===== src/rtl/opb_register_simulink2ppc.sv =====
// OPB slave exposing a fabric-captured data word to the PPC, with a 3-state ack FSM.
// Define OPB_SIMULINK2PPC_STATUS_EN to add the offset-1 status register (new flag + overrun count).
module opb_register_simulink2ppc #(
  parameter logic [31:0] C_BASEADDR   = 32'h00000000,
  parameter logic [31:0] C_HIGHADDR   = 32'h000000FF,
  parameter int          C_OPB_AWIDTH = 32,
  parameter int          C_OPB_DWIDTH = 32,
  parameter              C_FAMILY     = "virtex5"
) (
  input  logic                      OPB_Clk,
  input  logic                      OPB_Rst,
  input  logic [0:C_OPB_AWIDTH-1]   OPB_ABus,
  input  logic [0:3]                OPB_BE,
  input  logic [0:C_OPB_DWIDTH-1]   OPB_DBus,
  input  logic                      OPB_RNW,
  input  logic                      OPB_select,
  input  logic                      OPB_seqAddr,
  input  logic [C_OPB_DWIDTH-1:0]   user_data_in,
  input  logic                      user_data_valid,
  output logic [0:C_OPB_DWIDTH-1]   Sl_DBus,
  output logic                      Sl_xferAck,
  output logic                      Sl_errAck,
  output logic                      Sl_retry,
  output logic                      Sl_toutSup
);

  localparam logic [C_OPB_AWIDTH-1:0] ADDR_MASK = C_OPB_AWIDTH'(~(C_HIGHADDR - C_BASEADDR));
  localparam logic [C_OPB_AWIDTH-1:0] ADDR_BASE = C_OPB_AWIDTH'(C_BASEADDR);
  localparam bit unused_family = (C_FAMILY == "");

  typedef enum logic [1:0] {S_IDLE, S_ACK, S_WAIT} state_t;

  state_t                    state_q, state_d;
  logic                      rst_block_q, rst_block_d;
  logic [C_OPB_DWIDTH-1:0]   hold_q, hold_d;
  logic                      new_flag_q, new_flag_d;
  logic [C_OPB_DWIDTH-1:0]   rd_data;
  logic                      hit, ack, rd_en, clr_read;
  logic [1:0]                offset;

  logic unused_inputs;
  assign unused_inputs = ^{OPB_BE, OPB_seqAddr, OPB_DBus, unused_family};

  assign Sl_errAck  = 1'b0;
  assign Sl_retry   = 1'b0;
  assign Sl_toutSup = 1'b0;

  assign offset = OPB_ABus[C_OPB_AWIDTH-4 +: 2];
  assign hit    = OPB_select && ((OPB_ABus & ADDR_MASK) == ADDR_BASE);

  // Ack is withheld if the master drops select before the ACK cycle completes.
  assign ack      = (state_q == S_ACK) && OPB_select;
  assign rd_en    = ack && OPB_RNW;
  assign clr_read = rd_en && (offset == 2'd0);

  always_ff @(posedge OPB_Clk or posedge OPB_Rst) begin
    if (OPB_Rst) begin
      state_q     <= S_IDLE;
      rst_block_q <= 1'b1;
      hold_q      <= '0;
      new_flag_q  <= 1'b0;
    end else begin
      state_q     <= state_d;
      rst_block_q <= rst_block_d;
      hold_q      <= hold_d;
      new_flag_q  <= new_flag_d;
    end
  end

  // A select still high from before reset must drop before a new transfer is accepted.
  assign rst_block_d = rst_block_q && OPB_select;

  always_comb begin
    state_d = state_q;
    unique case (state_q)
      S_IDLE: if (hit && !rst_block_q) state_d = S_ACK;
      S_ACK:  state_d = OPB_select ? S_WAIT : S_IDLE;
      S_WAIT: if (!OPB_select) state_d = S_IDLE;
      default: state_d = S_IDLE;
    endcase
  end

  always_comb begin
    hold_d     = hold_q;
    new_flag_d = new_flag_q;
    if (user_data_valid) begin
      hold_d     = user_data_in;
      new_flag_d = 1'b1;
    end else if (clr_read) begin
      new_flag_d = 1'b0;
    end
  end

`ifdef OPB_SIMULINK2PPC_STATUS_EN
  logic [15:0] ovr_cnt_q, ovr_cnt_d;
  logic        ovr_inc, ovr_clr;

  assign ovr_inc = user_data_valid && new_flag_q && !clr_read;
  assign ovr_clr = ack && !OPB_RNW && (offset == 2'd1);

  always_comb begin
    ovr_cnt_d = ovr_cnt_q;
    if (ovr_clr)
      ovr_cnt_d = '0;
    else if (ovr_inc && (ovr_cnt_q != 16'hFFFF))
      ovr_cnt_d = ovr_cnt_q + 16'd1;
  end

  always_ff @(posedge OPB_Clk or posedge OPB_Rst) begin
    if (OPB_Rst) ovr_cnt_q <= '0;
    else         ovr_cnt_q <= ovr_cnt_d;
  end

  always_comb begin
    rd_data = '0;
    unique case (offset)
      2'd0: rd_data = hold_q;
      2'd1: begin
        rd_data[C_OPB_DWIDTH-1] = new_flag_q;
        rd_data[15:0]           = ovr_cnt_q;
      end
      default: rd_data = '0;
    endcase
  end
`else
  always_comb begin
    rd_data = '0;
    if (offset == 2'd0) rd_data = hold_q;
  end
`endif

  // Wired-OR bus: drive only during a read ack.
  assign Sl_xferAck = ack;
  assign Sl_DBus    = rd_en ? rd_data : '0;

endmodule


===== config.mk =====
export PLATFORM = sky130hd
export DESIGN_NAME = opb_register_simulink2ppc
export DESIGN_NICKNAME = d
export VERILOG_FILES = /design/src/rtl/opb_register_simulink2ppc.sv
export SDC_FILE = /design/constraint.sdc
export NUM_CORES = 1
export LEC_CHECK = 0
export CAP_MARGIN = 30
export CORE_ASPECT_RATIO = 0.8
export CORE_MARGIN = 3
export CORE_UTILIZATION = 35
export CTS_BUF_LIST = sky130_fd_sc_hd__clkbuf_4
export DETAILED_ROUTE_END_ITERATION = 8
export HOLD_SLACK_MARGIN = 0.06
export PLACE_DENSITY = 0.87
export SYNTH_ARGS = -nofsm -noshare
export SYNTH_HDL_FRONTEND = slang
export SYNTH_SLANG_ARGS = --single-unit

===== constraint.sdc =====
create_clock -name OPB_Clk -period 2.6 [get_ports OPB_Clk]
set_clock_uncertainty 0.05 [all_clocks]
set_input_delay 0.39 -clock OPB_Clk [delete_from_list [all_inputs] [get_ports OPB_Clk]]
set_output_delay 0.39 -clock OPB_Clk [all_outputs]
set_load 0.05 [all_outputs]

# --- Word level (Yosys, flattened, before mapping) ---
# Cells that the tools add are included.
word_totals:
  reg_bits: 35
  in_bits: 106
  output_inout_bits: 36
  wordCells: 23
classes:
  n_eq_ne: 4
  n_mux: 6
  n_reduce_logical: 10
op_table:
  columns: ["op", "count"]
  rows:
  - ["two-way mux 32 bit", 2]
  - ["logical NOT 32 bit", 1]
  - ["two-way mux 2 bit", 3]
  - ["case mux 2 bit (3 select lines)", 1]
  - ["logical AND 1 bit", 5]
  - ["logical NOT 2 bit", 2]
  - ["!= test 2 bit (second input constant)", 2]
  - ["equality test 2 x 1 -> 1 bit (second input constant)", 1]
  - ["equality test 2 bit (second input constant)", 1]
  - ["AND reduction 2 bit", 1]
  - ["logical NOT 1 bit", 1]

# --- Depth between registers and ports, before layout ---
logic_depth:
  ltp_word: 5
  mapped_depth: 4
  depth_no_buf: 3

# --- Worst setup path after synthesis ---
# Ideal clock, no wire load.
synth_timing:
  path_kind: "register -> output"
  from: "register state_q[1]"
  to: "output port Sl_DBus[0] in the netlist's numbering"
  arrival_ns: 1.766
  t_required_ns: 2.160
  setup_slack_ns: 0.394
  path_stages_with_launch: 5
  path_buffers: 1
  path_cell_list: "dfrtp_1 -> and3b_1 -> and3_4 -> buf_6 -> and2_1"
synth_between:
  elab_chain_cells: 4
synth_lines:
  columns: ["element", "line", "source"]
  rows:
  - ["start, declared", "33", "state_t state_q, state_d;"]
  - ["start signal, assigned", "63", "state_q <= state_d;"]
  - ["equality test 2 x 1 -> 1 bit", "52", "assign ack = (state_q == S_ACK) && OPB_select;"]
  - ["logical AND 1 bit", "52", null]
  - ["net Sl_xferAck", "21", "output logic Sl_xferAck,"]
  - ["logical AND 1 bit", "53", "assign rd_en = ack && OPB_RNW;"]
  - ["two-way mux 32 bit", "134", "assign Sl_DBus = rd_en ? rd_data : '0;"]
  - ["end, declared", "20", "output logic [0:C_OPB_DWIDTH-1] Sl_DBus,"]
# The timed path passes the listed nets, and every way through them passes these cells.

# --- Final worst setup path ---
layout_timing:
  from: "input port OPB_select"
  to: "output port Sl_DBus[17] in the netlist's numbering"
layout_between:
  elab_chain_cells: 3
layout_lines:
  columns: ["element", "line", "source"]
  rows:
  - ["start, declared", "16", "input logic OPB_select,"]
  - ["logical AND 1 bit", "52", null]
  - ["logical AND 1 bit", "53", null]
  - ["two-way mux 32 bit", "134", null]
# Every way passes these cells.

==> results.sh <==
export IMPL_status="finished, final reports clean"
export IMPL_hold_worst_slack_ps=418
export IMPL_max_cap_violations=0
export IMPL_area_growth_pct=80.5
export IMPL_drive_gt1_share_pct=22.4
export IMPL_synth_seq_cells=35
export IMPL_critical_path_class="in -> out"
export IMPL_hold_class="in -> async"
export IMPL_grt_pass1_vias=1428
export IMPL_cts_max_level=2
export IMPL_synthCells=127
export IMPL_grt_total_usage_pct=15.3
export IMPL_fp_dieH_um=67.4
export IMPL_synth_seq_area_share_pct=53.3
export IMPL_die_w_um=82.7
export IMPL_postCtsSetupBuffers=0
export IMPL_grt_pass1_wl_um=6330
export IMPL_floorplan_initialDensity_pct=37.8
export IMPL_dpl_cell_area_mm2=0.00293
export IMPL_drt_vias_per_instance=4.59
export IMPL_end_kind="output port"
export IMPL_ir_drop_v=0.000293
export IMPL_pwr_share_comb_pct=16.5
export IMPL_port_buffers=95
export IMPL_synth_fa_ha_area_share_pct=0
export IMPL_dieArea_mm2=0.00557
export IMPL_synthMuxAreaShare_pct=21.9
export IMPL_wl_per_cell_um=14.3
export IMPL_routed_wl_um=3990
export IMPL_syn_cell_area_mm2=0.00165
export IMPL_yosys_area_share_simple_pct=18.8
export IMPL_critPathArrivalTime_ps=1850
export IMPL_ys_warn_count=0
export IMPL_hold_viol=0
export IMPL_dp_cells=273
export IMPL_cts_sinks=35
export IMPL_startpoint_type="input pin"
export IMPL_path_clk_slew_ps=100
export IMPL_place_ws_ps=282
export IMPL_clk_latency_ps=320
export IMPL_gp_congestion=0.636
export IMPL_p_int_uw=806
export IMPL_nets=329
export IMPL_cts_buffer_depth=2
export IMPL_yosysTopAreaCell="dfrtp_1"
export IMPL_cts_hold_buf=0
export IMPL_vias=1285
export IMPL_synth_area_leaders="dfrtp_1 (52%), mux2_1 (21%), and2_1 (11%), buf_4 (2.7%), and2_4 (2.7%)"
export IMPL_syn_area_per_cell_um2=13.0
export IMPL_place_hpwl_um=3240
export IMPL_grt_max_degree=36
export IMPL_min_period_ps=2290
export IMPL_power_frac_seq_pct=58.4
export IMPL_switching_share_pct=23.2
export IMPL_cts_buffers_inserted=5
export IMPL_synth_top_family_by_area="multiplexers"
export IMPL_fin_setup_tns_ps=0
export IMPL_fin_area_mm2=0.00297
export IMPL_drv_slew=0
export IMPL_p_switching_uw=244
export IMPL_final_cell_count_no_fill=280
export IMPL_crit_required_ps=2160
export IMPL_fin_ws_ps=314
export IMPL_powerDensity_mw_per_mm2=353
export IMPL_clkPwrFrac_pct=25.2
export IMPL_first_iter_violations=38
export IMPL_synth_xor_area_share_pct=0.532
export IMPL_leakagePower_nw=1.24
export IMPL_core_mm2=0.00436
export IMPL_ant_nets=0
export IMPL_num_antenna_cells=0
export IMPL_ys_types=19
export IMPL_period_share_pct=87.9
export IMPL_synth_compound_area_share_pct=0
export IMPL_antenna_found_initial=0
export IMPL_cts_root_buffer="clkbuf_4"
export IMPL_finalPower_mw=1.05
export IMPL_max_freq_mhz=438
export IMPL_cts_tree="done"
export IMPL_grt_overflow=0
export IMPL_num_io_pins=142
export IMPL_ctsResizeCount=0
export IMPL_path_max_fanout=32
export IMPL_fin_util_pct=68.2
export IMPL_synth_top_cell_area_share_pct=51.7
export IMPL_finalSetupViolCount=0
export IMPL_drt_pass1_iter_count=3
export IMPL_rows=21
export IMPL_drc=0
export IMPL_rsz0062_at_grt="false"
[placed cells by master (no fill, tap or decap)]
master | netlist | final
conb_1 | 1 | 3
nand3_1 | 1 | 1
and3_4 | 1 | 1
clkdlybuf4s50_1 | 0 | 62
and2_4 | 5 | 5
and2_1 | 29 | 29
dfstp_2 | 1 | 1
xor2_1 | 1 | 1
nor2_1 | 2 | 2
inv_1 | 1 | 1
nor4b_1 | 1 | 1
nand4_1 | 1 | 1
nor4_1 | 6 | 6
clkbuf_4 | 0 | 5
buf_4 | 6 | 3
clkinv_1 | 0 | 1
clkinv_2 | 0 | 1
buf_12 | 0 | 32
and3b_1 | 1 | 1
mux2_2 | 2 | 2
mux2_1 | 30 | 30
dfrtp_1 | 34 | 34
[cell families (layout without fill, tap and decap cells)]
| family | Yosys count | count (layout) |
|---|---|---|
| simple gates | 47 | 47 |
| flops | 35 | 35 |
| xor+xnor | 1 | 1 |
| buf+inv | 11 | 105 |
| mux | 32 | 32 |
| other cells | 1 | 3 |
[state kept, by name, indices dropped and copies added, names as in the netlist]
name,cells
hold_q,32
rst_block_q,1
state_q,2
[cell type report]
cell class | instances | area, um^2
clock buffers | 5 | 37.5
clock inverters | 2 | 8.76
fillers | 334 | 1390
inverters | 1 | 3.75
multi-input cells | 83 | 691
flip-flops and latches | 35 | 877
well taps | 57 | 71.3
repair buffers | 97 | 1280
[Yosys cell counts]
cell type,n
mux2_2,2
conb_1,1
and3_4,1
clkbuf_1,1
inv_1,1
dfrtp_1,34
and2_4,5
mux2_1,30
and3b_1,1
nor2_1,2
nor4_1,6
nand4_1,1
and2_1,29
nor4b_1,1
buf_6,3
nand3_1,1
dfstp_2,1
buf_4,6
xor2_1,1
[layer usage]
metal / vias up / routed length [um] / GRT usage (%)
met2: 57 / 2100 / 28.2
met3: 3 / 399 / 6.67
li1: 620 / - / -
met5: - / 0 / 0
met1: 605 / 1470 / 15.9
met4: 0 / 15 / 3.67
[power by group through the flow]
stage                     Clock (mW)  Sequential [mW]  Combinational, mW
after detailed placement           0            0.625              0.176
final                          0.264            0.613              0.173
after floorplan                    0            0.617             0.0746
after CTS                      0.272            0.614              0.177
after global placement             0            0.621              0.168
after global routing           0.299            0.621              0.188
[critical path: stages]
cell and delay (ps):
clkdlybuf4s50_1 500, and3b_1 190, and3_4 370, and2_1 230
buf_12 150
[final timing paths]
| kind | from | end | slack (ps) | cells past startpoint |
|---|---|---|---|---|
| worst max-delay path | OPB_select | Sl_DBus[17] | 310 | 5 |
| worst min-delay path | OPB_Rst | hold_q[14] | 420 | 3 |
| worst max register to register | state_q[0] | state_q[0] | 1480 | 3 |
| worst min register to register | hold_q[25] | hold_q[25] | 440 | 1 |
| max in group asynchronous | OPB_Rst | rst_block_q | 1740 | 3 |
| min in group OPB_Clk | hold_q[25] | hold_q[25] | 440 | 1 |
Power figures use the tool's default switching activity.
